$ cat src/rtl/dcache_ctrl.sv
// Direct-mapped, write-back, write-allocate data cache controller.
// Lines are 4 words (128 bits). Load and store hits complete in one cycle; misses stall the pipeline.
module dcache_ctrl #(
    parameter int NUM_LINES = 16
) (
    input  logic          clk_i,
    input  logic          rst_i,
    input  logic          cpu_req_i,
    input  logic          cpu_write_i,
    input  logic [31:0]   cpu_addr_i,
    input  logic [31:0]   cpu_wdata_i,
    output logic [31:0]   cpu_rdata_o,
    output logic          stall_o,
    output logic          mem_enable_o,
    output logic          mem_write_o,
    output logic [31:0]   mem_addr_o,
    output logic [127:0]  mem_data_o,
    input  logic [127:0]  mem_data_i,
    input  logic          mem_ack_i
);

    typedef enum logic [1:0] {
        IDLE      = 2'd0,
        WRITEBACK = 2'd1,
        ALLOCATE  = 2'd2
    } state_t;

    state_t state, state_next;

    logic [NUM_LINES-1:0] valid, dirty;
    logic [23:0]          tag_mem  [NUM_LINES];
    logic [127:0]         data_mem [NUM_LINES];

    // The missing line is captured at the miss so the transfer stays put even if the CPU drops its request.
    logic [23:0] miss_tag;
    logic [3:0]  miss_index;

    logic [23:0] req_tag;
    logic [3:0]  req_index;
    logic [6:0]  word_lsb;
    logic        hit, miss;
    logic        unused_addr_bits;

    assign req_tag          = cpu_addr_i[31:8];
    assign req_index        = cpu_addr_i[7:4];
    assign word_lsb         = {cpu_addr_i[3:2], 5'd0};
    assign unused_addr_bits = ^cpu_addr_i[1:0];

    assign hit  = (state == IDLE) && cpu_req_i && valid[req_index]
                  && (tag_mem[req_index] == req_tag);
    assign miss = (state == IDLE) && cpu_req_i && !hit;

    always_ff @(posedge clk_i or posedge rst_i) begin
        if (rst_i) begin
            state      <= IDLE;
            valid      <= '0;
            dirty      <= '0;
            miss_tag   <= '0;
            miss_index <= '0;
        end else begin
            state <= state_next;
            if (miss) begin
                miss_tag   <= req_tag;
                miss_index <= req_index;
            end
            if (hit && cpu_write_i) begin
                dirty[req_index] <= 1'b1;
            end
            if (state == ALLOCATE && mem_ack_i) begin
                valid[miss_index] <= 1'b1;
                dirty[miss_index] <= 1'b0;
            end
        end
    end

    // NOTE: tag and data arrays carry no reset; the cleared valid bits already make their contents unreachable.
    always_ff @(posedge clk_i) begin
        if (state == ALLOCATE && mem_ack_i) begin
            tag_mem[miss_index]  <= miss_tag;
            data_mem[miss_index] <= mem_data_i;
        end else if (hit && cpu_write_i) begin
            data_mem[req_index][word_lsb +: 32] <= cpu_wdata_i;
        end
    end

    // NOTE: every output gets its default before the case, so no path through this block infers a latch.
    always_comb begin
        state_next   = state;
        stall_o      = 1'b0;
        mem_enable_o = 1'b0;
        mem_write_o  = 1'b0;
        mem_addr_o   = '0;
        mem_data_o   = '0;
        cpu_rdata_o  = '0;
        if (!rst_i) begin
            case (state)
                IDLE: begin
                    if (hit && !cpu_write_i) begin
                        cpu_rdata_o = data_mem[req_index][word_lsb +: 32];
                    end
                    if (miss) begin
                        stall_o    = 1'b1;
                        state_next = (valid[req_index] && dirty[req_index]) ? WRITEBACK : ALLOCATE;
                    end
                end
                WRITEBACK: begin
                    stall_o      = 1'b1;
                    mem_enable_o = 1'b1;
                    mem_write_o  = 1'b1;
                    mem_addr_o   = {tag_mem[miss_index], miss_index, 4'h0};
                    mem_data_o   = data_mem[miss_index];
                    if (mem_ack_i) state_next = ALLOCATE;
                end
                ALLOCATE: begin
                    stall_o      = 1'b1;
                    mem_enable_o = 1'b1;
                    mem_addr_o   = {miss_tag, miss_index, 4'h0};
                    if (mem_ack_i) state_next = IDLE;
                end
                default: state_next = IDLE;
            endcase
        end
    end

endmodule

$ cat config.mk
export PLATFORM = sky130hd
export DESIGN_NAME = dcache_ctrl
export DESIGN_NICKNAME = d
export VERILOG_FILES = /design/src/rtl/dcache_ctrl.sv
export SDC_FILE = /design/constraint.sdc
export NUM_CORES = 2
export LEC_CHECK = 0
export BUFFER_PORTS_ARGS = -buffer_cell sky130_fd_sc_hd__buf_2
export CAP_MARGIN = 5
export CORE_MARGIN = 2
export CORE_UTILIZATION = 45
export CTS_CLUSTER_SIZE = 40
export DETAILED_ROUTE_END_ITERATION = 7
export SYNTH_ARGS = -nofsm -noshare
export SYNTH_HDL_FRONTEND = slang
export SYNTH_SLANG_ARGS = --single-unit
$ cat constraint.sdc
create_clock -name clk_i -period 6.3 [get_ports clk_i]
set_input_delay 1.575 -clock clk_i [delete_from_list [all_inputs] [get_ports clk_i]]
set_output_delay 1.575 -clock clk_i [all_outputs]
set_load 0.01 [all_outputs]
==> results.sh <==
export IMPL_wl_um=386000
export IMPL_clk_transition_reported_paths_ps=60
export IMPL_htree_levels=5
export IMPL_syn_area_per_cell_sq_um=21.0
export IMPL_place_congestion=0.878
export IMPL_status="finished with violations"
export IMPL_slew_headroom_pct=14.0
export IMPL_die_area_sq_um=265000
export IMPL_dr_first_iter_drc_count=8980
export IMPL_drc=0
export IMPL_timing_fmax_mhz=156
export IMPL_io_pin_count=392
export IMPL_syn_to_final_growth_pct=18.6
export IMPL_final_setup_viols=27
export IMPL_cts_hold_repair_buffers=0
export IMPL_fraction_of_final_layout_cells_with_drive_strength_greater_than_1_pct=46.6
export IMPL_ys_flop_type="sky130_fd_sc_hd__edfxtp_1"
export IMPL_row_count=187
export IMPL_numCtsBuffers=288
export IMPL_synth_sequential_area_ratio_pct=63.5
export IMPL_cts_tree="done"
export IMPL_route_vias_total=67000
export IMPL_crit_type="input pin to primary output"
export IMPL_layout_setup_ws_ps=-129
export IMPL_first_pass_grt_wire_length_um=535000
export IMPL_grt_max_degree=103
export IMPL_start_util_pct=45.3
export IMPL_ys_seq_elements=2494
export IMPL_critical_path_max_fanout=14
export IMPL_maximum_capacitance_violations=0
export IMPL_fillerInstances=19900
export IMPL_cts_sinks=2494
export IMPL_dieWidth_um=515
export IMPL_synth_area_leader_cell="sky130_fd_sc_hd__edfxtp_1"
export IMPL_post_drt_via_cell_ratio=6.64
export IMPL_final_cell_count_no_fill=10100
export IMPL_cts_root_to_sink_buffers=4
export IMPL_first_global_vias=68100
export IMPL_register_area_sq_um=74600
export IMPL_dpl_cell_count=9528
export IMPL_drt_wirelength_per_cell_um=38.3
export IMPL_worst_endpoint_required_ps=4720
export IMPL_port_buffers=385
export IMPL_synthArstFlopShare_pct=2.49
export IMPL_cp_arrival_ps=4850
export IMPL_p_total_w=0.0516
export IMPL_fp_coreArea_sq_um=259000
export IMPL_finalCriticalPeriod_ps=6430
export IMPL_hp_class="flip-flop to flip-flop"
export IMPL_slew_violations=0
export IMPL_yosysWarningCount=0
export IMPL_final_cell_mix="2,432 x sky130_fd_sc_hd__edfxtp_1, 1,511 x sky130_fd_sc_hd__mux4_2, 380 x sky130_fd_sc_hd__buf_2, 368 x sky130_fd_sc_hd__buf_4, 298 x sky130_fd_sc_hd__clkbuf_16"
export IMPL_num_nets_final=6642
export IMPL_synth_edff_count=2432
export IMPL_hpwlAfterDp_um=250000
export IMPL_cp_start_kind="input pin"
export IMPL_floorplan_die_height_um=515
export IMPL_synthDominantCellAreaShare_pct=62.2
export IMPL_synth_cells=5597
export IMPL_global_route_total_usage_across_every_layer_pct=29.2
export IMPL_fin_crit_sh_pct=102
export IMPL_netlist_cell_type_count=72
export IMPL_worstMarginPinSlew_ps=1290
export IMPL_area_of_combinational_cells_with_multiple_inputs_sq_um=41600
export IMPL_grt_setup_unrepaired="true"
export IMPL_drt_pre_antenna_iters=6
export IMPL_failed_checks="negative setup slack"
export IMPL_clk_insertion_delay_late_ps=950
export IMPL_syn_area_sq_um=117000
export IMPL_initial_antenna_violation_count=48
export IMPL_ranking_of_synthesized_cells_by_area="sky130_fd_sc_hd__edfxtp_1 62%, sky130_fd_sc_hd__mux4_2 29%, sky130_fd_sc_hd__dfrtp_1 1.3%"
export IMPL_timing_hold_violations_final=0
export IMPL_clk_skew_ps=47.0
export IMPL_grt_overflow=0
export IMPL_mostFrequentLayoutCell="sky130_fd_sc_hd__edfxtp_1"
export IMPL_crit_path_end_kind="primary output"
export IMPL_vdd_ir_drop_max_v=0.000334
export IMPL_ant_nets=0
export IMPL_ctsRootBufferMaster="sky130_fd_sc_hd__clkbuf_16"
export IMPL_powerDensity_nw_per_um2=371
export IMPL_p_leak_nw=45.4
[sequential cells by signal (all words and copies together), names as in the netlist]
signal / cells
valid: 16
miss_tag: 24
miss_index: 4
data_mem: 2048
dirty: 16
tag_mem: 384
state: 2
[worst max-delay path, stage by stage]
cell                       delay [ps]
sky130_fd_sc_hd__buf_12           130
sky130_fd_sc_hd__mux4_2           510
sky130_fd_sc_hd__mux4_2           490
sky130_fd_sc_hd__xor2_1           180
sky130_fd_sc_hd__a31oi_2          230
sky130_fd_sc_hd__o211ai_1         200
sky130_fd_sc_hd__buf_4            210
sky130_fd_sc_hd__nor4b_4          250
sky130_fd_sc_hd__nand4_1          200
sky130_fd_sc_hd__buf_12           210
sky130_fd_sc_hd__buf_12           180
sky130_fd_sc_hd__nor2b_1          140
sky130_fd_sc_hd__buf_4            170
sky130_fd_sc_hd__buf_4            130
[where the power goes]
group	leakage (nW)	internal (W)	switching, W
Sequential	22.7	0.0196	0.000961
Clock	4.35	0.00948	0.00665
Combinational	18.4	0.00722	0.00771
[synth_stat cells, drive strengths merged (8+ instances only)]
library cell	instances
a22oi	38
nor3	33
o21a	8
o21ai	134
nand2b	10
dfrtp	62
nor2	145
nand2	279
xor2	10
mux2	46
clkbuf	233
mux2i	93
inv	19
mux4	1511
o211ai	8
ha	8
o22ai	10
nor2b	36
xnor2	15
o22a	14
edfxtp	2432
and2	133
or2	20
a21oi	8
buf	220
[final timing paths]
path	start	to	slack, ps	cells after the start
max	cpu_addr_i[5]	cpu_rdata_o[7]	-130	14
min	valid[2]$_DFFE_PP0P_	valid[2]$_DFFE_PP0P_	460	1
max reg2reg	tag_mem[5][13]$_DFFE_PP_	data_mem[3][127]$_DFFE_PP_	1720	14
min reg2reg	valid[2]$_DFFE_PP0P_	valid[2]$_DFFE_PP0P_	460	1
max in group asynchronous	rst_i	miss_index[2]$_DFFE_PP0P_	4380	3
min in group asynchronous	rst_i	state[0]$_DFFE_PP0P_	660	2
[cell families (layout without fill, tap and decap cells)]
| group | count (synthesis) | after routing | share of synthesized area (%) |
|---|---|---|---|
| adder cells (fa/ha/maj) | 8 | 8 | 0.0852 |
| buffers and inverters | 473 | 1514 | 1.71 |
| AO/OA/AOI/OAI | 256 | 256 | 1.39 |
| AND/OR/NAND/NOR | 690 | 690 | 2.78 |
| multiplexers | 1650 | 1650 | 30.3 |
| XOR/XNOR | 25 | 25 | 0.186 |
| other | 1 | 37 | 0.00319 |
| flip-flops | 2494 | 2494 | 63.5 |
[layout make-up]
class                      instances  area share [%]
multi-input combinational       2633            29.9
tap                             3402            3.06
clock buffer                     369            5.60
inverter                          20          0.0593
antenna                           33          0.0593
timing repair buffer            1000            7.02
sequential                      2494            53.6
clock inverter                   125           0.789
[stage by stage]
| stage | hold WS [ps] | setup slack [ps] | cell area, sq um | setup TNS (ps) | util (%) |
|---|---|---|---|---|---|
| finish | 462 | -129 | 139000 | -1930 | 53.7 |
| global route | 482 | -202 | 139000 | -4610 | 53.7 |
| CTS | 464 | -88.6 | 139000 | -1050 | 53.6 |
| detailed placement | 450 | -492 | 130000 | -13200 | 50.0 |
| global placement | 445 | -503 | 130000 | -13440 | 50.0 |
| floorplan | 430 | 109 | 117000 | 0 | - |
[metal layers]
metal | wire length, um | global-route usage (%) | part of all wire [%] | vias up
met5 | 172 | 0 | 0.045 | -
met4 | 18200 | 13.0 | 4.7 | 24
met3 | 37100 | 5.95 | 9.6 | 669
met2 | 184000 | 45.8 | 48 | 3817
met1 | 146000 | 39.8 | 38 | 36400
li1 | - | - | - | 26000
[timing repair]
item	in CTS	in global routing
resized for setup	32	22
setup buffers	6	10
setup endpoints to repair	33	33
pin swaps	5	3
gates cloned	5	0
No activity file was read; power rests on OpenSTA's default activity.
